### config.mk
export PLATFORM = sky130hd
export DESIGN_NAME = sam_audio_mixer_n
export DESIGN_NICKNAME = d
export VERILOG_FILES = /design/src/rtl/sam_audio_mixer_n.sv
export SDC_FILE = /design/constraint.sdc
export NUM_CORES = 1
export LEC_CHECK = 0
export CORE_MARGIN = 2
export CORE_UTILIZATION = 35
export DETAILED_ROUTE_END_ITERATION = 10
export GPL_TIMING_DRIVEN = 0
export PLACE_DENSITY = 0.55
export SLEW_MARGIN = 20
export SYNTH_ARGS = -nofsm -noshare
export SYNTH_HDL_FRONTEND = slang
export SYNTH_SLANG_ARGS = --single-unit
### constraint.sdc
create_clock -name clk -period 10.1 [get_ports clk]
set_input_delay 3.03 -clock clk [delete_from_list [all_inputs] [get_ports clk]]
set_output_delay 3.03 -clock clk [all_outputs]
set_load 0.01 [all_outputs]
### src/rtl/sam_audio_mixer_n.sv
// sam_audio_mixer_n: NCH-channel PCM mixer with per-channel volume and pan.
// One multiply-accumulate per clock walks the channels after each sample strobe.
// The latched left/right mixes feed two first-order sigma-delta 1-bit DACs.
module sam_audio_mixer_n #(
  parameter  int NCH = 4,
  parameter  int IW  = 8,
  parameter  int VW  = 4,
  localparam int CW  = (NCH > 1) ? $clog2(NCH) : 1,
  localparam int SW  = IW + VW + CW
) (
  input  logic              clk,
  input  logic              rst,
  input  logic              ce,
  input  logic [NCH*IW-1:0] ch_data,
  input  logic              wr_en,
  input  logic [CW-1:0]     wr_ch,
  input  logic [VW-1:0]     wr_vol,
  input  logic [1:0]        wr_pan,
  input  logic              mute,
  output logic [IW-1:0]     pcm_left,
  output logic [IW-1:0]     pcm_right,
  output logic              pcm_valid,
  output logic              overrun,
  output logic              audio_left,
  output logic              audio_right
);

  typedef enum logic [1:0] {IDLE, SCAN, DONE} state_t;

  localparam logic [CW-1:0] LAST  = CW'(NCH - 1);
  localparam logic [CW:0]   NCH_C = (CW + 1)'(NCH);

  state_t              state_reg, state_next;
  logic [CW-1:0]       idx_reg;
  logic [NCH*IW-1:0]   snap_reg;
  logic [SW-1:0]       acc_l_reg, acc_r_reg;
  logic [IW-1:0]       pcm_left_reg, pcm_right_reg;
  logic                pcm_valid_reg, overrun_reg;
  logic [VW-1:0]       vol_reg [NCH];
  logic [1:0]          pan_reg [NCH];

  // Current channel's operands; vol/pan are read live so a same-edge write lands after this use.
  logic [IW-1:0]       cur_sample;
  logic [VW-1:0]       cur_vol;
  logic [1:0]          cur_pan;
  logic [IW+VW-1:0]    prod;
  logic                wr_ok;

  assign cur_sample = snap_reg[idx_reg*IW +: IW];
  assign cur_vol    = vol_reg[idx_reg];
  assign cur_pan    = pan_reg[idx_reg];
  assign prod       = (IW + VW)'(cur_sample) * (IW + VW)'(cur_vol);
  assign wr_ok      = wr_en && ({1'b0, wr_ch} < NCH_C);

  // Per-channel volume/pan registers; out-of-range channel writes match no channel.
  for (genvar gi = 0; gi < NCH; gi++) begin : g_chreg
    always_ff @(posedge clk) begin
      if (rst) begin
        vol_reg[gi] <= '1;
        pan_reg[gi] <= 2'b11;
      end else if (wr_ok && (wr_ch == CW'(gi))) begin
        vol_reg[gi] <= wr_vol;
        pan_reg[gi] <= wr_pan;
      end
    end
  end

  // State register.
  always_ff @(posedge clk) begin
    if (rst) state_reg <= IDLE;
    else     state_reg <= state_next;
  end

  // Next-state logic: strobe starts a scan, last channel moves to latch, latch returns to idle.
  always_comb begin
    state_next = state_reg;
    case (state_reg)
      IDLE:    if (ce) state_next = SCAN;
      SCAN:    if (idx_reg == LAST) state_next = DONE;
      DONE:    state_next = IDLE;
      default: state_next = IDLE;
    endcase
  end

  // Datapath: snapshot, multiply-accumulate per channel, latch the top IW bits of each sum.
  always_ff @(posedge clk) begin
    if (rst) begin
      idx_reg       <= '0;
      snap_reg      <= '0;
      acc_l_reg     <= '0;
      acc_r_reg     <= '0;
      pcm_left_reg  <= '0;
      pcm_right_reg <= '0;
      pcm_valid_reg <= 1'b0;
      overrun_reg   <= 1'b0;
    end else begin
      pcm_valid_reg <= 1'b0;
      overrun_reg   <= ce && (state_reg != IDLE);
      case (state_reg)
        IDLE: begin
          if (ce) begin
            snap_reg  <= ch_data;
            acc_l_reg <= '0;
            acc_r_reg <= '0;
            idx_reg   <= '0;
          end
        end
        SCAN: begin
          acc_l_reg <= acc_l_reg + (cur_pan[1] ? SW'(prod) : '0);
          acc_r_reg <= acc_r_reg + (cur_pan[0] ? SW'(prod) : '0);
          if (idx_reg != LAST) idx_reg <= idx_reg + CW'(1);
        end
        DONE: begin
          pcm_left_reg  <= mute ? '0 : acc_l_reg[SW-1 -: IW];
          pcm_right_reg <= mute ? '0 : acc_r_reg[SW-1 -: IW];
          pcm_valid_reg <= 1'b1;
        end
        default: ;
      endcase
    end
  end

  assign pcm_left  = pcm_left_reg;
  assign pcm_right = pcm_right_reg;
  assign pcm_valid = pcm_valid_reg;
  assign overrun   = overrun_reg;

  // Sigma-delta DACs: index 0 is left, 1 is right; carry out of the accumulator is the bit.
  logic [IW-1:0] dac_pcm [2];
  logic [1:0]    audio_reg;

  assign dac_pcm[0] = pcm_left_reg;
  assign dac_pcm[1] = pcm_right_reg;

  for (genvar gi = 0; gi < 2; gi++) begin : g_dac
    logic [IW-1:0] dacacc_reg;
    logic [IW:0]   dac_sum;

    assign dac_sum = {1'b0, dacacc_reg} + {1'b0, dac_pcm[gi]};

    // Accumulate every clock, independent of the sample strobe.
    always_ff @(posedge clk) begin
      if (rst) begin
        dacacc_reg    <= '0;
        audio_reg[gi] <= 1'b0;
      end else begin
        dacacc_reg    <= dac_sum[IW-1:0];
        audio_reg[gi] <= dac_sum[IW];
      end
    end
  end

  assign audio_left  = audio_reg[0];
  assign audio_right = audio_reg[1];

endmodule

==> results of run 1 <==
==> cell families (layout without fill, tap and decap cells) <==
group | count (synthesis) | after routing
muxes | 17 | 17
AOI/OAI and AO/OA | 169 | 169
DFF | 126 | 126
and+or+nand+nor | 281 | 281
buffers and inverters | 65 | 161
adders and majority gates | 73 | 73
xor gates and xnor gates | 33 | 33
==> cells in the mapped netlist (3+ instances only) <==
| library cell | n |
|---|---|
| nor2_1 | 45 |
| dfxtp_1 | 102 |
| mux4_2 | 14 |
| inv_1 | 38 |
| fa_1 | 16 |
| and2_1 | 43 |
| ha_1 | 57 |
| a21oi_1 | 75 |
| nor3_1 | 6 |
| a22o_1 | 24 |
| a31o_2 | 3 |
| or3_1 | 4 |
| clkbuf_1 | 13 |
| nand3_1 | 25 |
| nor3b_1 | 4 |
| nand2b_1 | 24 |
| or2_2 | 8 |
| nand2_1 | 101 |
| o21ai_0 | 18 |
| edfxtp_1 | 24 |
| o21a_1 | 3 |
| nor2b_1 | 11 |
| a21oi_2 | 6 |
| nand4_1 | 4 |
| xnor2_1 | 18 |
| buf_2 | 11 |
| a21o_1 | 12 |
| o41ai_1 | 3 |
| a211oi_1 | 5 |
| a31oi_1 | 3 |
| xor2_1 | 15 |
==> final timing paths <==
kind | slack (ns) | from | end | depth (start not counted)
worst min register to register | 0.45 | snap_reg[11] | snap_reg[11] | 2
worst min-delay path | 0.45 | snap_reg[11] | snap_reg[11] | 2
worst max-delay path | 4.40 | idx_reg[1] | acc_r_reg[13] | 21
worst max register to register | 4.40 | idx_reg[1] | acc_r_reg[13] | 21
==> per-stage QoR <==
step / hold slack [ns] / std cells / cell area [um2] / utilization (%) / power (uW)
2_1_floorplan: 0.4331 / 764 / 7176 / - / 695.2
3_3_place_gp: 0.4404 / 1098 / 8154 / 40.43 / 764.2
3_5_place_dp: 0.4469 / 1098 / 8154 / 40.43 / 765.3
4_1_cts: 0.4550 / 1130 / 8807 / 43.67 / 1448
5_1_grt: 0.4707 / 1130 / 8807 / 43.67 / 1495
6_report: 0.4546 / 1130 / 8807 / 43.67 / 1431
==> worst min-delay path: stages, from the launching register on <==
cell and delay, ns:
dfxtp_1 0.31, nand2_1 0.05, a21oi_1 0.05
==> final cells by class <==
class / instances / area (um2)
fill: 2031 / 11360
multi-input combinational: 573 / 4154
sequential: 126 / 2763
timing repair buffer: 64 / 640.6
clock buffer: 18 / 439.2
tap: 270 / 337.8
clock inverter: 14 / 214.0
inverter: 38 / 142.6
buffer: 27 / 116.4
==> layout by cell type, fill, tap and decap left out, drive strengths merged, types with 24 or more instances in the layout <==
cell type and n:
a21oi 81, a22o 24, and2 43, clkbuf 32
clkdlybuf4s50 64, dfxtp 102, edfxtp 24, ha 57
inv 40, nand2 101, nand2b 24, nand3 26
nor2 46
==> power by group <==
group | leakage (uW) | total [uW] | internal [uW] | switching (uW)
Sequential | 0.00106 | 543 | 533 | 10.2
Combinational | 0.00226 | 210 | 86.8 | 124
Clock | 0.000314 | 678 | 444 | 233
Total | 0.00364 | 1430 | 1060 | 367
==> layer usage <==
metal  vias to the layer above  share of wire, %
met5                         -                 0
met4                         0               1.1
met3                        14               3.1
met2                        92                46
met1                      2612                50
li1                       2844                 -
==> results_dict.tcl, run 1 <==
set metrics [dict create \
    muxShareOfSynthArea_pct 4.865 \
    num-nets-final 965 \
    finalSetupTns_ns 0 \
    dpl.hpwl_um 13200 \
    fmax_ghz 0.1754 \
    slowest_stage "fa_1" \
    avgSynthCellArea_um2 9.392 \
    cts_tree "done" \
    skew_ns 0.008397 \
    area_growth_pct 22.74 \
    ir_drop_mv 0.1233 \
    use_met2_pct 25.98 \
    cts_htree_levels 4 \
    synth_top_family_by_area "simple AND/OR/NAND/NOR gates" \
    postSynthCellCount 764 \
    cts.sinks 126 \
    synth.largest_area_cell "dfxtp_1" \
    synth_simple_gate_area_share_pct 19.06 \
    antenna_found_initial 0 \
    syn_nets 882 \
    worstPathRequired_ns 10.41 \
    drv_slew 0 \
    yosysUniqueCellTypes 53 \
    cp_top_family "adder cells" \
    io_pins 65 \
    post-place-ws_ns 4.402 \
    port_buffers 64 \
    endpoint_kind "flop" \
    rsz0062_at_grt "false" \
    cts_buffer_depth 2 \
    postSynthRegisterBits 126 \
    antenna_violating_nets_post_route 0 \
    fin_crit_ns 5.701 \
    async_flop_share_pct 0 \
    cp-start-kind "flop" \
    overflow 0 \
    yosysWarnings 0 \
    yosys.area_share.adder_pct 14.40 \
    rows 52 \
    grt_pass1_vias 5336 \
    dieArea_um2 21660 \
    numCtsBuffers 17 \
    grt_util_all_layers_pct 16.43 \
    critPathArrivalTime_ns 6.01 \
    setup-violations-final 0 \
    synth_area_leaders "dfxtp_1, edfxtp_1, ha_1" \
    routed_via_density 4.922 \
    met3_usage_pct 3.230 \
    grt_max_degree 17 \
    die_h_um 147.2 \
    final-hold-violation-count 0 \
    synth_area_um2 7176 \
    synth-edff-count 24 \
    cap_viol_max_count 0 \
    fin_crit_sh_pct 56.45 \
    relSlewSlack_pct 46.62 \
    post_drt_wl_per_cell_um 15.25 \
    min_path_type "reg2reg" \
    grt_pass1_wl_um 28100 \
    crit_path_frequent_cell "o21ai_0" \
    drive_gt1_share_pct 9.651 \
    post_cts_buffers 0 \
    ctsHoldBuffers 0 \
    path_max_fanout 9 \
    gp_congestion 0.8361 \
    power.leakage_uw 0.003637 \
    worstMarginPinSlew_ns 0.7977 \
    cpPeakStageDelay_ns 0.53 \
    critical_path_class "reg2reg" \
    finalWirelength_um 17230 \
    crit_path_cell_trace "clkbuf_1 -> mux4_2 -> and2_1 -> fa_1 -> inv_1 -> fa_1 -> inv_1 -> ha_1 -> o21ai_0 -> o21bai_1 -> nand2_1 -> o21ai_0 -> xor2_1 -> and2_1 -> ha_1 -> a21oi_1 -> o21ai_0 -> a21oi_1 -> nor2_1 -> o311ai_1 -> mux2_2" \
    initial_core_util_pct 35.58 \
    yosysSeqAreaShare_pct 38.50 \
    status "finished, final reports clean" \
    power_density_nw_per_um2 162.5 \
    clkTransAtPathRegs_ns 0.06 \
    coreArea_um2 20170 \
    first_pass_iters 4 \
    critPathBufInv 3 \
    vias 5562 \
    die_x_um 147.2 \
    drt_iter0_markers 278 \
    clkLatencyLatePin_ns 0.42 \
    drc 0 \
    dominantRegCellSynth "dfxtp_1" \
    largest_reg_flops 32 \
    synth-xor-area-share_pct 4.028 \
    grtUsageMet1_pct 22.78 \
    synth_top_area_share_pct 28.46 \
    gr-max-usage-layer "met2" \
    cts-root-buf "clkbuf_16" \
    synth-compound-area-share_pct 15.54 \
    setup_ws_ns 4.399 \
    insertedDiodeCount 0 \
    cts_resized 0 \
]
(Power assumes the default switching activity.)
==> inputs of run 2 (changes only) <==
- PLACE_DENSITY: 0.55 -> 0.57
- clock period: 10.1 -> 4.78 ns (I/O delays scaled with it)
==> run 2 against run 1 <==
Against the previous run:
- the flow now finishes with violations (negative setup slack)
- global-route usage rose by 0.50 points
- register-to-register slack worse by 4.5 ns
- non-clock buffer count grew 26
- wire length grew 5.0%
- critical path type unchanged
- largest cell class unchanged
==> results_dict.tcl, run 2 (same netlist as run 1, synthesis figures left out) <==
set metrics [dict create \
    fin_crit_sh_pct 101.5 \
    crit_path_cell_trace "buf_8 -> mux4_2 -> and2_4 -> fa_1 -> inv_1 -> fa_1 -> inv_2 -> ha_4 -> a211oi_4 -> o21bai_2 -> a21oi_2 -> buf_4 -> xnor2_4 -> and2_1 -> ha_4 -> a21oi_4 -> nand2_1 -> o311ai_1 -> mux2_2" \
    die_x_um 147.2 \
    clkTransAtPathRegs_ns 0.06 \
    fin_crit_ns 4.850 \
    p_seq_share_pct 38.0 \
    power.leakage_uw 0.003793 \
    relSlewSlack_pct 44.49 \
    power_density_nw_per_um2 319.5 \
    slowest_stage "mux4_2" \
    violations "negative setup slack" \
    critPathArrivalTime_ns 5.16 \
    status "finished with violations" \
    cts_buffer_depth 2 \
    clkLatencyLatePin_ns 0.43 \
    routed_via_density 4.946 \
    numCtsBuffers 17 \
    skew_ns 0.01479 \
    antenna_violating_nets_post_route 0 \
    vias 5717 \
    antenna_found_initial 0 \
    die_h_um 147.2 \
    final-hold-violation-count 0 \
    cts_tree "done" \
    finalWirelength_um 18090 \
    rsz0062_at_grt "true" \
    internal-power_uw 2192 \
    drv_slew 0 \
    path_max_fanout 7 \
    critPathBufInv 4 \
    endpoint_kind "flop" \
    p_switching_uw 833.4 \
    post-place-ws_ns -0.7644 \
    area_growth_pct 31.98 \
    place_area_um2 8192 \
    holdWs_ns 0.4515 \
    drive_gt1_share_pct 20.43 \
    p_clk_share_pct 43.2 \
    grt_max_degree 17 \
    rows 52 \
    grt_pass1_wl_um 29150 \
    largest_reg_flops 32 \
    drt_iter0_markers 258 \
    insertedDiodeCount 0 \
    cap_viol_max_count 0 \
    setup-violations-final 7 \
    cpPeakStageDelay_ns 0.57 \
    min_path_type "reg2reg" \
    ctsHoldBuffers 0 \
    fin_area_um2 9470 \
    cp_top_family "adder cells" \
    dpl.hpwl_um 12900 \
    dieArea_um2 21660 \
    drc 0 \
    cts.sinks 126 \
    grt_util_all_layers_pct 16.93 \
    initial_core_util_pct 35.58 \
    grt_pass1_vias 5695 \
    worstMarginPinSlew_ns 0.8327 \
    cp-start-kind "flop" \
    post_drt_wl_per_cell_um 15.65 \
    ir_drop_mv 0.2339 \
    io_pins 65 \
    port_buffers 64 \
    cts_htree_levels 4 \
    overflow 0 \
    critical_path_class "reg2reg" \
    reg2reg_slack_ns -0.07 \
    num-nets-final 991 \
    combPwrFrac_pct 18.8 \
    finalSetupTns_ns -0.2627 \
    worstPathRequired_ns 5.09 \
    final_cell_mix "nand2_1, dfxtp_1, clkdlybuf4s50_1, a21oi_1, nor2_1" \
    p_sw_share_pct 27.54 \
    fmax_ghz 0.2062 \
    coreArea_um2 20170 \
    first_pass_iters 4 \
    cts-root-buf "clkbuf_16" \
    setup_ws_ns -0.06987 \
    gp_congestion 0.8531 \
]
## run 2: changes by cell type in the layout (fill, tap and decap cells not counted), sizes merged
| cell | change |
|---|---|
| clkinvlp | +1 |
| clkbuf | +1 |
| buf | +27 |
| inv | -1 |
| bufinv | -3 |
| clkinv | +1 |
## run 2: per-layer routing
layer	share of wire [%]	up-vias	wire length (um)	track usage, %
li1	-	2896	-	-
met1	47	2743	8562	23.09
met2	49	72	8801	27.90
met3	3.4	6	623	2.795
met4	0.55	0	100	4.663
met5	0	-	0	0
## run 2: cell type report
| type | instances | area [um2] |
|---|---|---|
| plain buffers | 27 | 133.9 |
| well taps | 270 | 337.8 |
| repair buffers | 90 | 847.1 |
| multi-input cells | 573 | 4648 |
| flip-flops and latches | 126 | 2765 |
| inverters | 38 | 142.6 |
| fillers | 1939 | 10700 |
| clock inverters | 12 | 136.4 |
| clock buffers | 20 | 459.2 |
## run 2: power by group through the flow
stage / Clock, uW / Sequential [uW] / Combinational [uW]
after global routing: 1370 / 1150 / 627
after detailed placement: 0 / 1170 / 444
after global placement: 0 / 1170 / 443
final: 1310 / 1150 / 568
after CTS: 1340 / 1150 / 530
after floorplan: 0 / 1160 / 309
## run 2: metrics by stage
stage | std cells | total power (uW) | utilization, %
2_1_floorplan | 764 | 1471 | -
3_3_place_gp | 1098 | 1613 | 40.61
3_5_place_dp | 1098 | 1615 | 40.61
4_1_cts | 1151 | 3014 | 46.04
5_1_grt | 1156 | 3151 | 46.95
6_report | 1156 | 3026 | 46.95
## run 2: worst reg2reg max path: stages, from the launching register on
cell and delay [ns]:
dfxtp_2 0.34, buf_8 0.14, mux4_2 0.57, and2_4 0.18
fa_1 0.53, inv_1 0.05, fa_1 0.48, inv_2 0.04
ha_4 0.17, a211oi_4 0.26, o21bai_2 0.13, a21oi_2 0.17
buf_4 0.16, xnor2_4 0.13, and2_1 0.19, ha_4 0.23
a21oi_4 0.16, nand2_1 0.13, o311ai_1 0.32, mux2_2 0.37
## run 2: repair_timing
action | CTS | global route
pin swaps | 41 | 31
gates resized for setup | 71 | 30
endpoints found under the setup margin | 14 | 12
endpoints found under the hold margin | 0 | 0
setup buffers | 21 | 5
## run 2: path summary, 6_finish.rpt
| check | start | to | cells after the start |
|---|---|---|---|
| worst max-delay path | idx_reg[0] | acc_r_reg[13] | 19 |
| worst min register to register | snap_reg[27] | snap_reg[27] | 2 |
| worst max register to register | idx_reg[0] | acc_r_reg[13] | 19 |
| worst min-delay path | snap_reg[27] | snap_reg[27] | 2 |
